===== src/rtl/stack_controller.sv =====
// Multicycle control FSM for the 8-bit stack-machine CPU: decodes `inst` into datapath strobes.
// Optional retired-instruction counter enabled by defining STACK_CTRL_PERF_EN.
module stack_controller (
  input  logic       clk,
  input  logic       rst,
  input  logic [2:0] inst,
  output logic       ld_IR,
  output logic       PCorIR,
  output logic       push,
  output logic       pop,
  output logic       MEMorALU,
  output logic       ldA,
  output logic       ldB,
  output logic       PCup,
  output logic       PCwrite,
  output logic       J,
  output logic       JZ,
  output logic       write_enable,
  output logic [1:0] ALUop,
  output logic [7:0] retired
);

  localparam int unsigned RET_W = 8;

  localparam logic [2:0] OP_ADD  = 3'b000;
  localparam logic [2:0] OP_SUB  = 3'b001;
  localparam logic [2:0] OP_AND  = 3'b010;
  localparam logic [2:0] OP_NOT  = 3'b011;
  localparam logic [2:0] OP_PUSH = 3'b100;
  localparam logic [2:0] OP_POP  = 3'b101;
  localparam logic [2:0] OP_JMP  = 3'b110;
  localparam logic [2:0] OP_JZ   = 3'b111;

  typedef enum logic [3:0] {
    S_FETCH   = 4'd0,
    S_DECODE  = 4'd1,
    S_POPA    = 4'd2,
    S_POPB    = 4'd3,
    S_ALU     = 4'd4,
    S_PUSHALU = 4'd5,
    S_MEMRD   = 4'd6,
    S_PUSHMEM = 4'd7,
    S_MEMWR   = 4'd8,
    S_BRZ     = 4'd9
  } state_t;

  state_t state_q, state_d;

  // State register; reset lands in FETCH
  always_ff @(posedge clk) begin
    if (rst) state_q <= S_FETCH;
    else     state_q <= state_d;
  end

  // Next-state and strobe decode; reset forces every strobe low
  always_comb begin
    state_d      = S_FETCH;
    ld_IR        = 1'b0;
    PCorIR       = 1'b0;
    push         = 1'b0;
    pop          = 1'b0;
    MEMorALU     = 1'b0;
    ldA          = 1'b0;
    ldB          = 1'b0;
    PCup         = 1'b1;
    PCwrite      = 1'b0;
    J            = 1'b0;
    JZ           = 1'b0;
    write_enable = 1'b0;
    ALUop        = 2'b00;

    case (state_q)
      S_FETCH: begin
        ld_IR   = 1'b1;
        state_d = S_DECODE;
      end
      S_DECODE: begin
        case (inst)
          OP_PUSH: begin
            PCwrite = 1'b1;
            state_d = S_MEMRD;
          end
          OP_JMP: begin
            PCwrite = 1'b1;
            J       = 1'b1;
            state_d = S_FETCH;
          end
          OP_JZ:   state_d = S_POPA;
          default: begin
            PCwrite = 1'b1;
            state_d = S_POPA;
          end
        endcase
      end
      S_POPA: begin
        pop = 1'b1;
        ldA = 1'b1;
        case (inst)
          OP_ADD, OP_SUB, OP_AND: state_d = S_POPB;
          OP_NOT:                 state_d = S_ALU;
          OP_POP:                 state_d = S_MEMWR;
          OP_JZ:                  state_d = S_BRZ;
          default:                state_d = S_FETCH;
        endcase
      end
      S_POPB: begin
        pop     = 1'b1;
        ldB     = 1'b1;
        state_d = S_ALU;
      end
      S_ALU: begin
        PCup    = 1'b0;
        ALUop   = inst[1:0];
        state_d = S_PUSHALU;
      end
      S_PUSHALU: begin
        push     = 1'b1;
        MEMorALU = 1'b1;
        state_d  = S_FETCH;
      end
      S_MEMRD: begin
        PCorIR  = 1'b1;
        state_d = S_PUSHMEM;
      end
      S_PUSHMEM: begin
        push    = 1'b1;
        state_d = S_FETCH;
      end
      S_MEMWR: begin
        PCorIR       = 1'b1;
        write_enable = 1'b1;
        state_d      = S_FETCH;
      end
      S_BRZ: begin
        JZ      = 1'b1;
        PCwrite = 1'b1;
        state_d = S_FETCH;
      end
      default: state_d = S_FETCH;
    endcase

    if (rst) begin
      ld_IR        = 1'b0;
      PCorIR       = 1'b0;
      push         = 1'b0;
      pop          = 1'b0;
      MEMorALU     = 1'b0;
      ldA          = 1'b0;
      ldB          = 1'b0;
      PCup         = 1'b0;
      PCwrite      = 1'b0;
      J            = 1'b0;
      JZ           = 1'b0;
      write_enable = 1'b0;
      ALUop        = 2'b00;
    end
  end

`ifdef STACK_CTRL_PERF_EN
  logic             last_c;
  logic [RET_W-1:0] retired_q;

  // An instruction retires on the edge leaving its final state
  assign last_c = (state_q == S_PUSHALU) || (state_q == S_PUSHMEM) ||
                  (state_q == S_MEMWR)   || (state_q == S_BRZ)     ||
                  ((state_q == S_DECODE) && (inst == OP_JMP));

  always_ff @(posedge clk) begin
    if (rst)         retired_q <= '0;
    else if (last_c) retired_q <= retired_q + RET_W'(1);
  end

  assign retired = rst ? '0 : retired_q;
`else
  assign retired = '0;
`endif

endmodule


===== config.mk =====
export PLATFORM = sky130hd
export DESIGN_NAME = stack_controller
export DESIGN_NICKNAME = d
export VERILOG_FILES = /design/src/rtl/stack_controller.sv
export SDC_FILE = /design/constraint.sdc
export NUM_CORES = 1
export LEC_CHECK = 0
export BUFFER_PORTS_ARGS = -buffer_cell sky130_fd_sc_hd__buf_2
export CORE_AREA = 8 8 45 47
export CTS_CLUSTER_DIAMETER = 50
export DETAILED_ROUTE_END_ITERATION = 8
export DIE_AREA = 0 0 53 55
export PLACE_DENSITY = 0.72
export SLEW_MARGIN = 20
export SYNTH_ARGS = -nofsm -noshare
export SYNTH_HDL_FRONTEND = slang
export SYNTH_SLANG_ARGS = --single-unit
export TNS_END_PERCENT = 100

===== constraint.sdc =====
create_clock -name clk -period 2.09 [get_ports clk]
set_input_delay 0.209 -clock clk [delete_from_list [all_inputs] [get_ports clk]]
set_output_delay 0.209 -clock clk [all_outputs]
set_load 0.05 [all_outputs]

==> metrics.md, run 1 <==
| Metric | Value |
|---|---|
| Status | complete, no violations |
| Clock root cell | clkbuf_4 |
| Final Max Tran Viols | 0 |
| Post-DR vias/cell | 5.323 |
| Fill cells | 148 |
| Int Pwr | 192.1 µW |
| IO Count | 27 |
| Area growth syn-to-layout | 15.81% |
| Chip Width | 53 µm |
| Hold buffer count at cts | 0 |
| Peak VDD IR | around 0.0004 V |
| Clock skew | 0.004649 ns |
| Setup bufs post-CTS | 0 |
| Commonest cells after routing, fill and taps aside | buf_2, conb_1, nand2_1, dfxtp_1 |
| Max clock buf depth | 2 |
| Core area | roughly 1400 µm² |
| Warnings from Yosys | 0 |
| Ys async rst share | 0% |
| Setup CP Type | reg2out |
| Mux contribution to synthesized area | 1.860% |
| Tightest Pin Transition | about 0.55 ns |
| CTS tree | done |
| Post-synthesis cell type count | 30 |
| Main area contributors after synthesis | dfxtp_1, buf_4, nor4b_4 |
| Commonest non-fill, non-tap cell in the layout | buf_2 |
| CTS H-Tree Depth | 1 |
| Critical path peak fanout | 10 |
| Vias | 495 |
| Simple-Gate Fraction of Synth Area | between 40% and 50% |
| Synth Area in XOR/XNOR | 1.628% |
| Final setup fails | 0 |
| Net Sw Frac | 45.01% |
| Largest net degree at the start of global routing | 16 |
| Startpoint Class | register |
| Core Util, Final | a little under half |
| Multi-input logic area | between 300 and 400 µm² |
| Pwr Total | ~350 µW |
| Synth Area in Compound Gates | approximately 14% |
| Antenna viol nets, final | 0 |
| Unrepaired setup endpoints after global routing | false |
| Antenna violations before repair | 0 |
| Mapped Area | 538.0 µm² |
| #FFs+latches synth | 4 |
| Final HPWL DP | 956.9 µm |
| Flip-flop count of the largest register after layout | 4 |
| Worst hold path type | in2reg |
| Period utilization | between 90% and 100% |
| Worst-Skew Late Latency | 0.24 ns |
| DRT Wirelength | 1.225 mm |
| Clock network power share | 28.2% |
| Setup TNS | 0 ns |
| Adder-Cell Fraction of Synth Area | 0% |
| Placed cells | 90 |
| Cell area power density | 560.5 nW/µm² |
| FMAX | 526.4 MHz |
| Final Hold Fails | 0 |
| FP Rows | 14 |
| Non-Filler Instances | 93 |
| Crit. End Element | primary output |
| Worst-path clk slew | 0.03 ns |
| Critical Path RT | 1.88 ns |
| Storage cell area | 80.08 µm² |
| Vias in the first global route | 463 |
| Combinational share of power | 41.7% |
| Number of antenna cells inserted | 0 |
| Post_cts resized | 0 |
| NetSw | 157.2 µW |
| Crit path DAT | about 1.7 ns |
| Area leader, netlist | dfxtp_1 |
| GRT Total Usage | 8.902% |
| Slew HR | 63.33% |
| Final Critical Period | 1.900 ns |
| Post-place setup slack | 0.4396 ns |
| Ys flop type | dfxtp_1 |
| Routability cong. | 0.8205 |
| Post-synth EDFFs | 0 |
| Power share of the sequential group | 30.1% |
| Initial Util | roughly two fifths |
| Final WS setup | roughly 0.19 ns |
| WL/cell | 13.17 µm |
| Reg with most FFs | state_q |
| DRC Markers | 0 |
| Global-route wire length before repair | between 1.5 and 2 mm |
| Die area | 2915 µm² |
| CTS Buf Count | 3 |
| Drt first pass iters | 4 |
| IO Port Bufs | 18 |
| Sequential area share after synthesis | 14.88% |
| Synthesized area per cell | 8.820 µm² |
| Initial DRC count | 3 |
| Lkg Pwr | 0.2913 nW |
| Largest family of logic cells by synthesized area | simple AND/OR/NAND/NOR gates |
| Largest regs | state_q (4) |
| Nets | 84 |
| Cell count after synthesis | 61 |
| Grt total ovfl | 0 |
| Clk sinks | 4 |
| Layout cells sized above 1 | about 47% |
| Max-cap violations | 0 |
| Die height | roughly 55 µm |
| Synth top area share | 14.88% |
[worst paths after layout]
path              cells past startpoint                    end                  start  slack, ns
setup / recovery                      4                PCwrite  state_q[3]$_SDFF_PP0_       0.19
hold reg to reg                       1  state_q[0]$_SDFF_PP0_  state_q[0]$_SDFF_PP0_       0.80
setup reg to reg                      3  state_q[1]$_SDFF_PP0_  state_q[0]$_SDFF_PP0_       0.56
hold / removal                        2  state_q[3]$_SDFF_PP0_                inst[0]       0.28
[cell type report]
| class | count | share of cell area [%] |
|---|---|---|
| multi-input combinational | 49 | 63.45 |
| timing repair buffer | 19 | 15.66 |
| tap | 16 | 3.213 |
| clock buffer | 3 | 3.614 |
| sequential | 4 | 12.85 |
| inverter | 2 | 1.205 |
[per-stage QoR]
step / hold slack, ns / cell area, µm²
floorplan: 0.2850 / 588.1
global placement: 0.5127 / 600.6
detailed placement: 0.5233 / 600.6
CTS: 0.2728 / 623.1
global route: 0.2919 / 623.1
finish: 0.2798 / 623.1
[metal layers]
metal | up-vias | wire length (µm) | track usage (%)
li1 | 241 | - | -
met1 | 226 | 558 | 10.17
met2 | 25 | 523 | 13.87
met3 | 3 | 126 | 3.476
met4 | 0 | 17 | 5.172
met5 | - | 0 | 0
[synth_stat cells (2+ instances only)]
library cell,instances
and3_1,3
dfxtp_1,4
nor3_1,3
inv_1,2
a21oi_1,2
buf_4,9
nor2_1,2
nand2_1,4
nor4_1,3
nor3b_1,3
nor4b_4,2
nand3b_1,2
a2111oi_2,2
nor4b_1,2
buf_6,3
[kinds of logic (layout without fill, tap and decap cells)]
group,count (synthesis),after routing
XOR/XNOR,1,1
AND/OR/NAND/NOR,31,31
buffers and inverters,15,24
multiplexers,1,1
other,1,8
AO/OA/AOI/OAI,8,8
flip-flops,4,4
[power groups by stage]
stage	clock network (mW)	logic, mW	registers (mW)
floorplan	0	0.158	0.0897
global placement	0	0.145	0.106
detailed placement	0	0.145	0.106
CTS	0.103	0.146	0.105
global route	0.109	0.156	0.107
finish	0.0984	0.146	0.105
[worst max-delay path, stage by stage, from the launching register on]
cell      delay (ns)
dfxtp_1         0.66
nand2b_4        0.10
nor4b_2         0.30
a31o_2          0.15
buf_2           0.25
Note: power is estimated with default switching activity, not from simulation.
==> run 2, diff against run 1 <==
--- a/config.mk
+++ b/config.mk
@@ -6,11 +6,15 @@
 export NUM_CORES = 1
 export LEC_CHECK = 0
 export BUFFER_PORTS_ARGS = -buffer_cell sky130_fd_sc_hd__buf_2
-export CORE_AREA = 8 8 45 47
+export CELL_PAD_IN_SITES_DETAIL_PLACEMENT = 1
+export CELL_PAD_IN_SITES_GLOBAL_PLACEMENT = 1
+export CORE_ASPECT_RATIO = 1.2
+export CORE_MARGIN = 8
+export CORE_UTILIZATION = 31
 export CTS_CLUSTER_DIAMETER = 50
+export CTS_CLUSTER_SIZE = 14
 export DETAILED_ROUTE_END_ITERATION = 8
-export DIE_AREA = 0 0 53 55
-export PLACE_DENSITY = 0.72
+export PLACE_DENSITY_LB_ADDON = 0.1
 export SLEW_MARGIN = 20
 export SYNTH_ARGS = -nofsm -noshare
 export SYNTH_HDL_FRONTEND = slang
==> constraint.sdc (replaced) <==
create_clock -name clk -period 2.1 [get_ports clk]
set_input_delay 0.21 -clock clk [delete_from_list [all_inputs] [get_ports clk]]
set_output_delay 0.21 -clock clk [all_outputs]
set_load 0.05 [all_outputs]
==> metrics.md, run 2 (same netlist as run 1, synthesis figures left out) <==
| Metric | Value |
|---|---|
| Chip Width | 54.03 µm (+1.9%) |
| Status | complete, no violations |
| Non-Filler Instances | 95 (+2.2%) |
| Final HPWL DP | 1.182 mm (+24%) |
| Largest net degree at the start of global routing | 16 (unchanged) |
| Clock root cell | clkbuf_4 |
| Grt total ovfl | 0 (unchanged) |
| Initial DRC count | 3 (unchanged) |
| IO Port Bufs | 18 (unchanged) |
| FMAX | 515.1 MHz |
| Final Critical Period | 1.941 ns |
| Final Max Tran Viols | 0 (unchanged) |
| Setup bufs post-CTS | 0 (unchanged) |
| Final Hold Fails | 0 (unchanged) |
| Placed cells | 92 (+2.2%) |
| Hold buffer count at cts | 0 (unchanged) |
| Commonest cells after routing, fill and taps aside | buf_2, conb_1, nand2_1, dfxtp_1 |
| Commonest non-fill, non-tap cell in the layout | buf_2 |
| Layout cells sized above 1 | 46.75% (unchanged) |
| DRC Markers | 0 (unchanged) |
| Clk sinks | 4 (unchanged) |
| Number of antenna cells inserted | 0 (unchanged) |
| Slew HR | 58.15% (-5.2 points) |
| Global-route wire length before repair | 2.442 mm (+24%) |
| Largest regs | state_q (4) |
| Die area | 3330 µm² (+14%) |
| Fill cells | 221 (+49%) |
| Max clock buf depth | 2 (unchanged) |
| Area growth syn-to-layout | 16.28% |
| Final setup fails | 0 (unchanged) |
| GRT Total Usage | 9.469% (+0.57 points) |
| Nets | 84 (unchanged) |
| Core area | 1642 µm² (+19%) |
| Peak VDD IR | 0.0002427 V (-39%) |
| Drt first pass iters | 2 (-2) |
| Final instance area | 625.6 µm² (+0.40%) |
| Routability cong. | 0.6871 (-16%) |
| Worst-Skew Late Latency | 0.23 ns (about the same) |
| Cell Area, Placed | 603.1 µm² (+0.42%) |
| Critical Path RT | 1.89 ns (about the same) |
| Startpoint Class | register |
| Hold_ws | 0.3222 ns (+0.04240 ns) |
| Vias in the first global route | 511 (+10%) |
| CTS H-Tree Depth | 1 (unchanged) |
| FP Rows | 16 (+2) |
| Multi-input logic area | 395.4 µm² (unchanged) |
| Tightest Pin Transition | 0.6268 ns (+0.07750 ns) |
| Post-DR vias/cell | 5.242 (-1.5%) |
| Die height | 61.64 µm (+12%) |
| Clock skew | 0.0003144 ns (-0.004335 ns) |
| Crit. End Element | primary output |
| Flip-flop count of the largest register after layout | 4 (unchanged) |
| Crit path DAT | 1.73 ns (+0.04 ns) |
| IO Count | 27 (unchanged) |
| Critical path peak fanout | 12 (+2) |
| Period utilization | 92.44% |
| DRT Wirelength | 1.496 mm (+22%) |
| CTS tree | done |
| Storage cell area | 80.08 µm² (unchanged) |
| Cell area power density | 556.8 nW/µm² (-0.67%) |
| WL/cell | 15.75 µm (+20%) |
| Worst-path clk slew | 0.04 ns (about the same) |
| Worst hold path type | in2reg |
| Max-cap violations | 0 (unchanged) |
| Vias | 498 (+0.61%) |
| Lkg Pwr | 0.2913 nW (unchanged) |
| Antenna viol nets, final | 0 (unchanged) |
| Unrepaired setup endpoints after global routing | false |
| Initial Util | 32.77% (-6.1 points) |
| Antenna violations before repair | 0 (unchanged) |
| Setup CP Type | reg2out |
| Reg with most FFs | state_q |
| Post_cts resized | 0 (unchanged) |
| CTS Buf Count | 3 (unchanged) |
==> run 2: cell counts in the layout (fill, tap and decap cells not counted) <==
No cell type changed its count.
==> run 2: critical path, stage by stage (launching register included) <==
cell and delay (ns):
dfxtp_1 0.71, and2b_2 0.33, a21oi_1 0.18, nor3_2 0.05
buf_2 0.23
==> run 2: final timing paths <==
check | startpoint | end | slack, ns | cells after the start
hold / removal | inst[2] | state_q[3]$_SDFF_PP0_ | 0.32 | 2
setup reg to reg | state_q[0]$_SDFF_PP0_ | state_q[1]$_SDFF_PP0_ | 0.49 | 3
setup / recovery | state_q[3]$_SDFF_PP0_ | PCorIR | 0.16 | 4
hold reg to reg | state_q[0]$_SDFF_PP0_ | state_q[0]$_SDFF_PP0_ | 0.83 | 1
==> run 2: report_power, final <==
group          internal, mW  switching [mW]  total [mW]
clock network        0.0639          0.0308      0.0947
registers            0.0821          0.0243       0.106
logic                0.0449           0.102       0.147
==> run 2: area by class of cell <==
cell class | count | share of cell area [%]
clock buffer | 3 | 3.600
inverter | 2 | 1.200
multi-input combinational | 49 | 63.20
sequential | 4 | 12.80
tap | 18 | 3.600
timing repair buffer | 19 | 15.60
==> run 2: per-stage QoR <==
step / power (mW) / setup WS [ns] / TNS, ns / utilization, %
floorplan: 0.2463 / -0.2240 / -0.5512 / -
global placement: 0.2555 / 0.3728 / 0 / 36.74
detailed placement: 0.2560 / 0.3731 / 0 / 36.74
CTS: 0.3503 / 0.1355 / 0 / 38.11
global route: 0.3737 / 0.03511 / 0 / 38.11
finish: 0.3483 / 0.1587 / 0 / 38.11
==> run 2: routing by layer <==
layer  global-route usage, %  part of all wire (%)
met1                   11.70                    44
met2                   14.76                    50
met3                   2.657                   5.2
met4                   4.225                   1.3
met5                       0                     0
